$ cat src/rtl/multdiv_pkg.sv
// multdiv_pkg: shared states, op codes and default widths for the multiply/divide sequencer
package multdiv_pkg;
  localparam int MD_DATA_W = 32;
  localparam int MD_CNT_W = 6;
  localparam logic [4:0] OP_MULT = 5'b00110;
  localparam logic [4:0] OP_DIV = 5'b00111;
  typedef enum logic [2:0] {S_IDLE, S_MULT, S_DIV, S_SIGN, S_DONE} state_t;
endpackage

$ cat src/rtl/carry_select_adder.sv
// carry_select_adder: blockwise adder choosing precomputed sums by the incoming block carry
module carry_select_adder #(
  parameter int W = 32,
  parameter int BLK = 8
) (
  input  logic [W-1:0] a_i,
  input  logic [W-1:0] b_i,
  input  logic         cin_i,
  output logic [W-1:0] sum_o,
  output logic         cout_o
);
  localparam int N = W / BLK;
  logic [N:0] c;
  assign c[0] = cin_i;
  for (genvar i = 0; i < N; i++) begin : g_blk
    logic [BLK:0] s0, s1;
    assign s0 = {1'b0, a_i[i*BLK +: BLK]} + {1'b0, b_i[i*BLK +: BLK]};
    assign s1 = s0 + (BLK+1)'(1);
    assign sum_o[i*BLK +: BLK] = c[i] ? s1[BLK-1:0] : s0[BLK-1:0];
    assign c[i+1] = c[i] ? s1[BLK] : s0[BLK];
  end
  assign cout_o = c[N];
endmodule

$ cat src/rtl/multdiv_step.sv
// multdiv_step: one shift-add multiply or restoring-divide iteration on the product register
module multdiv_step import multdiv_pkg::*; #(
  parameter int DATA_W = MD_DATA_W
) (
  input  logic [4:0]          op_i,
  input  logic [2*DATA_W-1:0] p_i,
  input  logic [DATA_W-1:0]   m_i,
  output logic [2*DATA_W-1:0] p_o
);
  logic is_div, co, take;
  logic [2*DATA_W-1:0] sh;
  logic [DATA_W-1:0] x, y, s;
  assign is_div = op_i == OP_DIV;
  assign sh = {p_i[2*DATA_W-2:0], 1'b0};
  assign x = is_div ? sh[2*DATA_W-1:DATA_W] : p_i[2*DATA_W-1:DATA_W];
  assign y = is_div ? ~m_i : (p_i[0] ? m_i : '0);
  carry_select_adder #(.W(DATA_W)) u_add (
    .a_i(x), .b_i(y), .cin_i(is_div), .sum_o(s), .cout_o(co)
  );
  // a set bit shifted out of the remainder means the trial subtract cannot borrow
  assign take = p_i[2*DATA_W-1] | co;
  assign p_o = is_div ? {take ? s : x, sh[DATA_W-1:1], take} : {co, s, p_i[DATA_W-1:1]};
endmodule

$ cat src/rtl/multdiv_sequencer.sv
// multdiv_sequencer: bit-serial signed multiply/divide with busy stall and one-cycle ready pulse
module multdiv_sequencer import multdiv_pkg::*; #(
  parameter int DATA_W = MD_DATA_W,
  parameter int CNT_W = MD_CNT_W
) (
  input  logic              clock,
  input  logic              reset,
  input  logic              ctrl_MULT,
  input  logic              ctrl_DIV,
  input  logic [DATA_W-1:0] data_operandA,
  input  logic [DATA_W-1:0] data_operandB,
  output logic [DATA_W-1:0] data_result,
  output logic              data_exception,
  output logic              data_resultRDY,
  output logic              busy
);
  state_t state_q;
  logic [4:0] op_q;
  logic neg_q, exc_q, rdy_q, busy_q, accept, last;
  logic [CNT_W-1:0] cnt_q;
  logic [DATA_W-1:0] m_q, result_q, abs_a, abs_b, quo;
  logic [2*DATA_W-1:0] p_q, p_step, prod;
  multdiv_step #(.DATA_W(DATA_W)) u_step (.op_i(op_q), .p_i(p_q), .m_i(m_q), .p_o(p_step));
  assign accept = (state_q == S_IDLE || state_q == S_DONE) && (ctrl_MULT || ctrl_DIV);
  assign last = cnt_q == CNT_W'(DATA_W-1);
  assign abs_a = data_operandA[DATA_W-1] ? -data_operandA : data_operandA;
  assign abs_b = data_operandB[DATA_W-1] ? -data_operandB : data_operandB;
  assign prod = neg_q ? -p_q : p_q;
  assign quo = neg_q ? -p_q[DATA_W-1:0] : p_q[DATA_W-1:0];
  assign data_result = result_q;
  assign data_exception = exc_q;
  assign data_resultRDY = rdy_q;
  assign busy = busy_q;
  always_ff @(posedge clock or posedge reset) begin
    if (reset) begin
      state_q <= S_IDLE;
      op_q <= OP_MULT;
      neg_q <= 1'b0;
      cnt_q <= '0;
      m_q <= '0;
      p_q <= '0;
      result_q <= '0;
      exc_q <= 1'b0;
      rdy_q <= 1'b0;
      busy_q <= 1'b0;
    end else begin
      rdy_q <= 1'b0;
      case (state_q)
        S_IDLE, S_DONE: begin
          if (accept) begin
            op_q <= ctrl_MULT ? OP_MULT : OP_DIV;
            neg_q <= data_operandA[DATA_W-1] ^ data_operandB[DATA_W-1];
            cnt_q <= '0;
            m_q <= ctrl_MULT ? abs_a : abs_b;
            p_q <= {{DATA_W{1'b0}}, ctrl_MULT ? abs_b : abs_a};
            state_q <= ctrl_MULT ? S_MULT : S_DIV;
            busy_q <= 1'b1;
          end else begin
            state_q <= S_IDLE;
            busy_q <= 1'b0;
          end
        end
        S_MULT, S_DIV: begin
          if (state_q == S_DIV && m_q == '0) begin
            result_q <= '0;
            exc_q <= 1'b1;
            rdy_q <= 1'b1;
            busy_q <= 1'b0;
            state_q <= S_DONE;
          end else begin
            p_q <= p_step;
            cnt_q <= cnt_q + CNT_W'(1);
            if (last) state_q <= S_SIGN;
          end
        end
        S_SIGN: begin
          // product overflows unless its top DATA_W+1 bits are a pure sign extension
          result_q <= op_q == OP_MULT ? prod[DATA_W-1:0] : quo;
          exc_q <= op_q == OP_MULT ? ~(&prod[2*DATA_W-1:DATA_W-1] | ~|prod[2*DATA_W-1:DATA_W-1])
                                   : ~neg_q & p_q[DATA_W-1];
          rdy_q <= 1'b1;
          busy_q <= 1'b0;
          state_q <= S_DONE;
        end
        default: begin
          state_q <= S_IDLE;
          busy_q <= 1'b0;
        end
      endcase
    end
  end
endmodule

$ cat config.mk
export PLATFORM = sky130hd
export DESIGN_NAME = multdiv_sequencer
export DESIGN_NICKNAME = d
export VERILOG_FILES = /design/src/rtl/multdiv_pkg.sv /design/src/rtl/carry_select_adder.sv /design/src/rtl/multdiv_step.sv /design/src/rtl/multdiv_sequencer.sv
export SDC_FILE = /design/constraint.sdc
export NUM_CORES = 1
export LEC_CHECK = 0
export CELL_PAD_IN_SITES_DETAIL_PLACEMENT = 0
export CELL_PAD_IN_SITES_GLOBAL_PLACEMENT = 2
export CORE_UTILIZATION = 37
export DETAILED_ROUTE_END_ITERATION = 10
export GPL_TIMING_DRIVEN = 0
export HOLD_SLACK_MARGIN = 0.02
export PLACE_DENSITY_LB_ADDON = 0.1
export SLEW_MARGIN = 20
export SYNTH_ARGS = -nofsm -noshare
export SYNTH_HDL_FRONTEND = slang
export SYNTH_SLANG_ARGS = --single-unit
$ cat constraint.sdc
create_clock -name clock -period 6.19 [get_ports clock]
set_input_delay 1.857 -clock clock [delete_from_list [all_inputs] [get_ports clock]]
set_output_delay 1.857 -clock clock [all_outputs]
set_load 0.03 [all_outputs]
==> reports/qor.yml <==
run_status:
  status: "finished clean"
sta:
  grt_setup_unrepaired: "false"
  hold_viol: 0
  slew_headroom: 0.292
  clock_skew_ns: 0.0127
  min_period_ns: 5.99
  max_freq_mhz: 167
  period_share: 0.968
  setup_violations: 0
  worst_slew_pin_slew_ns: 1.06
  finalMaxSlewViolations: 0
clock_network:
  clock_latency_ns: 0.45
  clk_pin_slew_worst_paths_ns: 0.07
  htreeDepth: 4
  cts.sinks: 142
  root_buffer: "clkbuf_16"
  numCtsBuffers: 17
  cts_tree: "built"
  clockBufferDepth: 2
floorplan:
  core_area_um2: 33800
  start_util: 0.378
  die_h_um: 188
  die_area_um2: 35300
  floorplan.io_pins: 103
  rows: 67
  die_w_um: 188
logic_synthesis:
  async_flop_share: 1.00
  synth_cells: 1496
  yosys-top-cells-area: "dfrtp_1 (28%), xor2_1 (7.7%), mux2_2 (6.9%)"
  yosys.area.top_type: "dfrtp_1"
  synth_compound_area_frac: 0.217
  syn_area_um2: 12800
  synthSimpleGateAreaFrac: 0.182
  synthesis.nets: 1608
  synthTopCellsByCount: "dfrtp_1 (142), nand2_1 (132), xor2_1 (113), o21ai_0 (105), clkbuf_1 (91)"
  yosysWarnings: 0
  synth.most_common_cell: "dfrtp_1"
  synth_top_family_by_area: "compound AO/OA/AOI/OAI gates"
  synthFlopType: "dfrtp_1"
  avgSynthCellArea_um2: 8.54
  synth_fa_ha_area_frac: 0.0455
  synth_seq_cells: 142
  synth-edff-count: 0
  ys_seq_area_frac: 0.278
  synthMuxAreaShare: 0.123
  synth_xor_area_frac: 0.108
  synth_cell_types: 78
  synth_top_area_share: 0.278
routing:
  drt-pass1-iter-count: 7
  viasPerCell: 5.80
  met3_length_um: 2220
  initialDrtViolationCount: 914
  top_layer_used: "met4"
  postRouteWirelength_um: 46200
  met1_length_um: 22800
  vias: 12100
  dr_wl_met2_um: 20400
  ant_nets: 0
  wire_per_inst_um: 22.2
  drc_errors: 0
worst_setup_path:
  crit_required_ns: 6.46
  end_kind: "flip-flop"
  ff2ff_setup_slack_ns: 0.20
  worstSetupStartpointType: "flip-flop"
  critical_path_class: "flip-flop to flip-flop"
  worstPathArrival_ns: 6.26
  reg2regPathDepth: 21
  crit_path_max_fanout: 10
global_routing:
  grt_pass1_vias: 11700
  antenna_found_initial: 0
  grt_pass1_wl_um: 70800
  grtUsageTotal: 0.263
  grt-ovfl-total: 0
  grt_max_degree: 89
placement:
  place.gp.congestion: 0.886
  dp_hpwl_um: 36400
  port_buffers: 100
  place_area_um2: 14400
worst_hold_path:
  hold_path_class: "flip-flop to flip-flop"
  holdPathStages: 2
final_layout:
  layout-drive-gt1-share: 0.0963
  nNetsFinal: 1730
  area_growth_pct: 17.9
  num_antenna_cells: 0
  design_area_um2: 15100
run:
  drv_cap: 0
state kept, by name (all words and copies together) (netlist names), 3 cells and up:
| name | cells |
|---|---|
| cnt_q | 6 |
| data_result | 32 |
| m_q | 32 |
| p_q | 64 |
| state_q | 3 |
layout make-up:
class                      count  area [um2]
buffer                       109         460
clock buffer                  17         425
clock inverter                15         176
fill                        3404       18700
inverter                      43         169
multi-input combinational   1201        8660
sequential                   142        3550
tap                          448         561
timing repair buffer         104        1050
stage by stage:
| stage | TNS (ns) | hold slack (ns) | cells | util | worst slack (ns) |
|---|---|---|---|---|---|
| final | 0 | 0.476 | 2079 | 0.446 | 0.201 |
| after global placement | -295.64 | 0.461 | 2044 | 0.424 | -1.84 |
| after global routing | 0 | 0.500 | 2079 | 0.446 | 0.00170 |
| after floorplan | 0 | 0.480 | 1496 | - | 0.523 |
| after detailed placement | -38.92 | 0.469 | 2045 | 0.425 | -1.28 |
| after CTS | 0 | 0.485 | 2077 | 0.444 | 0.0144 |
cells in the final DEF (no fill, tap or decap), types with 9 or more instances in the layout:
cell and n:
dfrtp_1 141, nand2_1 132, xor2_1 113, o21ai_0 105, clkdlybuf4s50_1 100, clkbuf_1 85
nor2_1 78, mux2_2 78, mux2i_1 63, a22oi_1 45, xnor2_1 43, nand3_1 42
inv_1 42, nor3_1 40, ha_1 40, a21oi_1 35, o31ai_1 34, o221ai_1 33
o21ai_1 26, nor4_1 25, o22a_1 24, or3_1 17, or4_1 17, clkbuf_16 17
nand4_1 16, nand2b_1 16, a31oi_1 15, o41ai_1 14, nor2b_1 12, buf_1 12
and2_1 11, o21a_1 10, a221o_1 10, or2_2 9
worst paths after layout:
check | start | end
worst max-delay path | p_q[0] | p_q[40]
worst min-delay path | data_result[29] | data_result[29]
worst max register to register | p_q[0] | p_q[40]
worst min register to register | data_result[29] | data_result[29]
max in group asynchronous | reset | p_q[46]
min in group asynchronous | reset | data_result[21]
routing by layer:
layer,up-vias,global-route usage
li1,5783,-
met1,5873,0.383
met2,353,0.407
met3,42,0.0406
met4,0,0.0610
met5,-,0
kinds of logic after synthesis:
logic type,Yosys count
adders and majority gates,44
DFF,142
buffers and inverters,153
AOI/OAI and AO/OA,400
muxes,146
and+or+nand+nor,454
xor gates and xnor gates,157
critical path, stage by stage (launching register included):
cell and delay, ns:
dfrtp_1 0.43, inv_1 0.16, nor2_2 0.29, clkbuf_2 0.27
mux2_2 0.20, ha_1 0.18, inv_1 0.06, fa_1 0.43
nor2b_2 0.19, o22ai_1 0.11, xor2_1 0.22, nor4_4 0.46
a311oi_4 0.22, or4_4 0.58, o21a_4 0.18, a2111o_1 0.48
a21oi_4 0.21, mux2i_4 0.34, buf_6 0.22, buf_6 0.21
mux2i_1 0.21, o21ai_1 0.14
timing repair:
| action | CTS | global route |
|---|---|---|
| resized for setup | 11 | 12 |
| pin swaps | 1 | 1 |
| hold buffers | 0 | 0 |
| setup endpoints to repair | 33 | 32 |
| buffers inserted | 1 | 2 |
Power is left out: the tool's default activity adds up to more than one toggle a clock period on the data nets, which glitch-free logic cannot reach.
